==> src/rtl/md_issue_ctrl_pkg.sv <==
// Shared definitions for the multiply/divide issue controller: the mt* op
// codes understood by the HI/LO unit, the controller state encoding and a
// helper that identifies the single-cycle HI/LO write ops.
package md_issue_ctrl_pkg;

    localparam int MT_W = 4;

    // Op codes shared with the decoder and the multiply/divide unit.
    localparam logic [MT_W-1:0] mtNone  = 4'd0;
    localparam logic [MT_W-1:0] mtMult  = 4'd1;
    localparam logic [MT_W-1:0] mtMultU = 4'd2;
    localparam logic [MT_W-1:0] mtDiv   = 4'd3;
    localparam logic [MT_W-1:0] mtDivU  = 4'd4;
    localparam logic [MT_W-1:0] mtMAdd  = 4'd5;
    localparam logic [MT_W-1:0] mtMAddU = 4'd6;
    localparam logic [MT_W-1:0] mtMSub  = 4'd7;
    localparam logic [MT_W-1:0] mtMSubU = 4'd8;
    localparam logic [MT_W-1:0] mtSetHI = 4'd9;
    localparam logic [MT_W-1:0] mtSetLO = 4'd10;

    typedef enum logic [1:0] {
        MDI_IDLE  = 2'd0,
        MDI_ISSUE = 2'd1,
        MDI_WAIT  = 2'd2
    } mdi_state_e;

    // mthi/mtlo write HI/LO at the issue edge and never raise busy.
    function automatic logic is_set_op(input logic [MT_W-1:0] ctrl);
        return (ctrl == mtSetHI) || (ctrl == mtSetLO);
    endfunction

endpackage

==> src/rtl/md_issue_ctrl.sv <==
// EX-stage front end for the HI/LO multiply/divide unit.
// Buffers one MD op, issues exactly one start pulse per op, follows the
// unit's busy to know when HI/LO are valid, gates mfhi/mflo reads and
// produces the pipeline stall.
// Build option: define MD_FORWARD_EN to forward the mthi/mtlo operand to a
// read of the same register during the issue cycle (removes one bubble).
module md_issue_ctrl
    import md_issue_ctrl_pkg::*;
#(
    parameter int CTRL_W = 4,
    parameter int DATA_W = 32
) (
    input  logic              clk,
    input  logic              reset,
    input  logic              op_valid,
    input  logic [CTRL_W-1:0] op_ctrl,
    input  logic [DATA_W-1:0] op_a,
    input  logic [DATA_W-1:0] op_b,
    output logic              op_ready,
    input  logic              rd_req,
    input  logic              rd_sel,
    output logic [DATA_W-1:0] rd_data,
    output logic              rd_valid,
    output logic              stall,
    input  logic              flush,
    output logic              md_start,
    output logic [CTRL_W-1:0] md_ctrl,
    output logic [DATA_W-1:0] md_a,
    output logic [DATA_W-1:0] md_b,
    input  logic              md_busy,
    input  logic [DATA_W-1:0] md_hi,
    input  logic [DATA_W-1:0] md_lo
);

    mdi_state_e        state;
    logic              hv;
    logic [CTRL_W-1:0] h_ctrl;
    logic [DATA_W-1:0] h_a;
    logic [DATA_W-1:0] h_b;

    logic accept;
    logic h_set;
    logic idle_empty;

    // A flush in the same cycle blocks acceptance of the presented op.
    assign accept     = op_valid & op_ready & ~flush;
    assign h_set      = is_set_op(MT_W'(h_ctrl));
    assign idle_empty = (state == MDI_IDLE) & ~hv;

    // Holding buffer: captures an accepted op, empties at the issue edge or on flush.
    // NOTE: state is updated with non-blocking assignments so every register
    // samples the pre-edge values, independent of statement order.
    always_ff @(posedge clk or negedge reset) begin
        if (!reset) begin
            hv     <= 1'b0;
            h_ctrl <= '0;
            h_a    <= '0;
            h_b    <= '0;
        end else if (flush) begin
            hv <= 1'b0;
        end else if (accept) begin
            hv     <= 1'b1;
            h_ctrl <= op_ctrl;
            h_a    <= op_a;
            h_b    <= op_b;
        end else if (state == MDI_ISSUE) begin
            hv <= 1'b0;
        end
    end

    // Issue FSM: start from IDLE, wait on busy for multi-cycle ops.
    // An op accepted while IDLE is issued in the very next cycle; an op that
    // was buffered behind a busy unit issues one cycle after returning to IDLE.
    always_ff @(posedge clk or negedge reset) begin
        if (!reset) begin
            state <= MDI_IDLE;
        end else begin
            case (state)
                MDI_IDLE: begin
                    if ((hv & ~flush) | accept) begin
                        state <= MDI_ISSUE;
                    end
                end
                MDI_ISSUE: begin
                    // Set ops complete at this edge; everything else waits on busy.
                    if (flush | h_set) begin
                        state <= MDI_IDLE;
                    end else begin
                        state <= MDI_WAIT;
                    end
                end
                MDI_WAIT: begin
                    // The unit cannot abort, so flush does not shorten the wait.
                    if (!md_busy) begin
                        state <= MDI_IDLE;
                    end
                end
                default: state <= MDI_IDLE;
            endcase
        end
    end

    assign op_ready = ~hv;
    assign md_start = (state == MDI_ISSUE) & ~flush;
    assign md_ctrl  = h_ctrl;
    assign md_a     = h_a;
    assign md_b     = h_b;

`ifdef MD_FORWARD_EN
    logic fwd_hit;
    logic fwd_is_hi;

    // During the issue cycle of mthi/mtlo the new value is already known.
    assign fwd_hit   = (state == MDI_ISSUE) & h_set & ~flush;
    assign fwd_is_hi = (MT_W'(h_ctrl) == mtSetHI);
    assign rd_valid  = idle_empty | fwd_hit;
    assign rd_data   = (fwd_hit && (rd_sel == fwd_is_hi)) ? h_a
                                                          : (rd_sel ? md_hi : md_lo);
`else
    assign rd_valid  = idle_empty;
    assign rd_data   = rd_sel ? md_hi : md_lo;
`endif

    // A flushed read is discarded by the pipeline, so it must not stall.
    assign stall = (op_valid & ~op_ready) | (rd_req & ~rd_valid & ~flush);

endmodule

==> config.mk <==
export PLATFORM = sky130hd
export DESIGN_NAME = md_issue_ctrl
export DESIGN_NICKNAME = d
export VERILOG_FILES = /design/src/rtl/md_issue_ctrl_pkg.sv /design/src/rtl/md_issue_ctrl.sv
export SDC_FILE = /design/constraint.sdc
export NUM_CORES = 1
export LEC_CHECK = 0
export BUFFER_PORTS_ARGS = -buffer_cell sky130_fd_sc_hd__buf_2
export CORE_AREA = 5 5 92 94
export CTS_CLUSTER_SIZE = 10
export DETAILED_ROUTE_END_ITERATION = 8
export DIE_AREA = 0 0 97 99
export GPL_ROUTABILITY_DRIVEN = 0
export PLACE_DENSITY = 0.84
export RECOVER_POWER = 100
export SLEW_MARGIN = 15
export SYNTH_ARGS = -nofsm -noshare
export SYNTH_HDL_FRONTEND = slang
export SYNTH_SLANG_ARGS = --single-unit
==> constraint.sdc <==
create_clock -name clk -period 3.5 [get_ports clk]
set_input_delay 0.525 -clock clk [delete_from_list [all_inputs] [get_ports clk]]
set_output_delay 0.525 -clock clk [all_outputs]
set_load 0.05 [all_outputs]
-- Word level (Yosys, flattened, before mapping)
Cells that the tools add are included.
- equality and inequality tests: 6
- mux-type cells: 8
- bitwise operators: 14
- reduce and logical (&&, ||, !) cells: 5
- operator list (operator ; count):
    32-bit two-way mux ; 1
    1-bit bitwise AND ; 8
    4-bit == test (second input constant) ; 2
    2-bit two-way mux ; 3
    2-bit case mux with 3 select lines ; 1
    2-bit AND reduction ; 2
    1-bit two-way mux ; 3
    1-bit NOT ; 3
    1-bit OR ; 3
    3-bit nonzero test ; 1
    2-bit by 1-bit == test with 1-bit output (second input constant) ; 1
    2-bit == test (second input constant) ; 1
    2-bit logical NOT ; 1
    2-bit by 1-bit != test with 1-bit output (second input constant) ; 1
    2-bit != test (second input constant) ; 1
    1-bit logical OR ; 1
- register bits after elaboration: 71
- input port bits: 139
- output and inout bits: 104

-- Logic depth before layout (Yosys ltp)
- depth after elaboration: 6
- mapped depth: 6
- mapped depth without buffers: 3

-- Worst setup path before layout
OpenSTA, ideal clock, no wires.
- path type: reg-to-output
- from: reg state[1]
- to: out stall
- arrival: 2.463 ns
- slack: 0.512 ns
- cell stages (with the launch flop): 3
- path buffers: 0
- path through: dfrtp_1 nor3_1 o21ai_0
- longest elaborated chain between the ends: 6
- ends and longest elaborated chain (element ; line ; source):
    from (decl) ; md_issue_ctrl.sv:35 ; mdi_state_e state;
    from (signal assigned) ; md_issue_ctrl.sv:76 ; state <= MDI_IDLE;
    from (signal assigned) ; md_issue_ctrl.sv:81 ; state <= MDI_ISSUE;
    from (signal assigned) ; md_issue_ctrl.sv:87 ; state <= MDI_IDLE;
    2-bit logical NOT ; md_issue_ctrl.sv:48 ; assign idle_empty = (state == MDI_IDLE) & ~hv;
    1-bit bitwise AND ; md_issue_ctrl.sv:48 ;
    named net rd_valid ; md_issue_ctrl.sv:23 ; output logic rd_valid,
    1-bit NOT ; md_issue_ctrl.sv:125 ; assign stall = (op_valid & ~op_ready) | (rd_req & ~rd_valid & ~flush);
    1-bit bitwise AND (2 in a row) ; md_issue_ctrl.sv:125 ;
    1-bit OR ; md_issue_ctrl.sv:125 ;
    to (decl) ; md_issue_ctrl.sv:24 ; output logic stall,
The timed path passes the listed nets, and every way through them passes these cells.

-- Worst setup path after layout
- from: in rd_sel
- to: out rd_data[3]
- longest elaborated chain between the ends: 1
- ends and longest elaborated chain (element ; line ; source):
    from (decl) ; md_issue_ctrl.sv:21 ; input logic rd_sel,
    32-bit two-way mux ; md_issue_ctrl.sv:121 ; assign rd_data = rd_sel ? md_hi : md_lo;
    to (decl) ; md_issue_ctrl.sv:22 ; output logic [DATA_W-1:0] rd_data,
No other way between the ends.

==> qor.txt <==
number of diodes = 0
main flop type after synthesis = dfrtp_1
fin crit share = 68.1%
num rows = 32
worst skew pair latency = 330 ps
Die Area = 0.00960 mm2
first-pass GRT wire length = 14.5 mm
slew margin rel. = 0.993%
hpwl dp = 7.48 mm
Vert. Die Dim = 99 um
vias in the first global route = 2955
Area growth syn-to-layout = 38.8%
Initial Util = 41.7%
post-synthesis cell type count = 18
clk slew on worst S/H paths = 80 ps
layout cells sized above 1 = 52.6%
floorplan core area = 0.00757 mm2
Final Critical Period = 2380 ps
largest net degree at the start of global routing = 69
LEAKAGE = 2.02 nW
fin nets = 581
total number of yosys warnings = 0
antenna violations before repair = 0
Mapped Avg Cell Area = 15.9 um2
Power Dens Cells = 639 mW/mm2
vias = 2564
Fin. Hold Viols = 0
part of the Yosys area used for sequential elements = 56.3%
hold-fix buffer count after cts = 0
global route overflow = 0
Worst setup EP type = primary output
residual DRC count = 0
drt pass-1 iters = 4
unrepaired setup endpoints after global routing = false
Routed wire per std cell = 16.7 um
Tightest Pin Transition = 1490 ps
Slew Viols, Final = 0
Max Cap Violations = 0
Startpoint Class = input port
Hold Slack = 213 ps
CP required = 2970 ps
CTS tree = yes
Seq cells post-synth = 71
I/O pin total = 243
total negative setup slack = 0 ps
EDFF count, synth = 0
Post-Synthesis Cells = 199
# Post-CTS Setup Buffers = 0
r2r worst-path depth = 3
TritonCTS buffer count = 9
type of the most critical hold path = input port to async pin
WS Path Type = input port to primary output
port bufs = 242
crit path max fanout = 32
WL final = 9.14 mm
Initial DRC Count = 57
routed vias/inst = 4.67
CP arrival = 1860 ps
Sink Count = 71
All-Layer GR Usage = 18.8%
setup violators final = 0
Max Clk Rate = 0.419 GHz
Synth async-reset ratio = 100%
syn_nets = 338
status = finished clean
# resized after CTS = 0
VDD IR-drop max = 0.000454 V
CTS H-tree lvls = 3
synthesized area = 0.00316 mm2
clock root buffer master = clkbuf_8
Die X = 97 um
remaining antenna violation count after routing = 0
Setup Skew = 10.6 ps
clk buf depth = 2
worst max-delay path: stages:
cell      delay, ps
buf_2           510
mux2_2          280
clkbuf_1        530
layer usage:
metal	GRT usage, %	share of wire, %	vias to the layer above
met3	7.01	9.9	16
met4	7.88	2.7	0
li1	-	-	1194
met1	19.0	34	1202
met2	34.8	53	152
met5	0	0	-
cell families after synthesis:
kind of cell | Yosys count | synth area share [%]
AO/OA/AOI/OAI | 2 | 0.476
XOR/XNOR | 1 | 0.278
buffers and inverters | 15 | 3.25
flip-flops | 71 | 56.3
multiplexers | 100 | 38.1
AND/OR/NAND/NOR | 10 | 1.63
Yosys cell counts, types with 2 or more instances:
cell     instances  area share, %
buf_8            2           0.95
mux2_2          80             29
nand2_1          2           0.24
dfrtp_1         71             56
buf_6            2           0.71
nor3_1           4           0.63
inv_1            2           0.24
buf_2            7            1.1
mux2_4          20            9.5
flip-flops by register name, summed over array words and instances (netlist names):
register	cells
hv	1
md_a	32
md_b	32
md_ctrl	4
state	2
cell usage in the layout (no fill, tap or decap):
cell type	Yosys	final
and3_2	0	1
mux2_2	80	80
clkinv_4	0	2
mux2_4	20	1
a32o_1	1	1
mux2_1	0	19
nand3b_1	1	1
clkinv_2	0	2
nand2_1	2	2
clkbuf_1	1	107
buf_4	0	1
inv_1	2	3
o21ai_0	1	1
buf_2	7	138
nor2_1	1	1
clkbuf_8	0	9
xor2_1	1	1
nor3_1	4	4
dfrtp_1	71	71
clkinvlp_4	0	1
nor4_1	1	1
cell type report:
class                           count  area [um2]
Clock inverter                      5        35.0
Multi-Input combinational cell    113        1210
Fill cell                         702        3190
Tap cell                          102         128
Sequential cell                    71        1780
Timing Repair Buffer              244        1090
Clock buffer                       11         131
Inverter                            3        11.3
report_power, final:
part	switching (mW)	leakage, nW	internal, mW
combinational	0.898	1.10	0.279
sequential	0.0901	0.840	0.981
clock	0.295	0.0833	0.258
total	1.28	2.02	1.52
final timing paths:
check	startpoint	slack [ps]	end
min	reset	210	md_a[30]
max	rd_sel	1120	rd_data[3]
max reg2reg	hv	1200	md_b[6]
min in group clk	flush	390	hv
max in group asynchronous	reset	2400	md_a[0]
min reg2reg	state[0]	490	state[0]
metrics by stage:
stage	worst slack (ps)	area (um2)	util, %	power, mW	cells
6_report	1120	4380	57.9	2.80	549
4_1_cts	1290	4590	60.6	2.93	549
3_3_place_gp	1340	4420	58.4	2.34	533
5_1_grt	1040	4380	57.9	2.95	549
3_5_place_dp	1290	4420	58.4	2.37	533
2_1_floorplan	512	3160	-	2.02	199
Power figures use the tool's default switching activity.
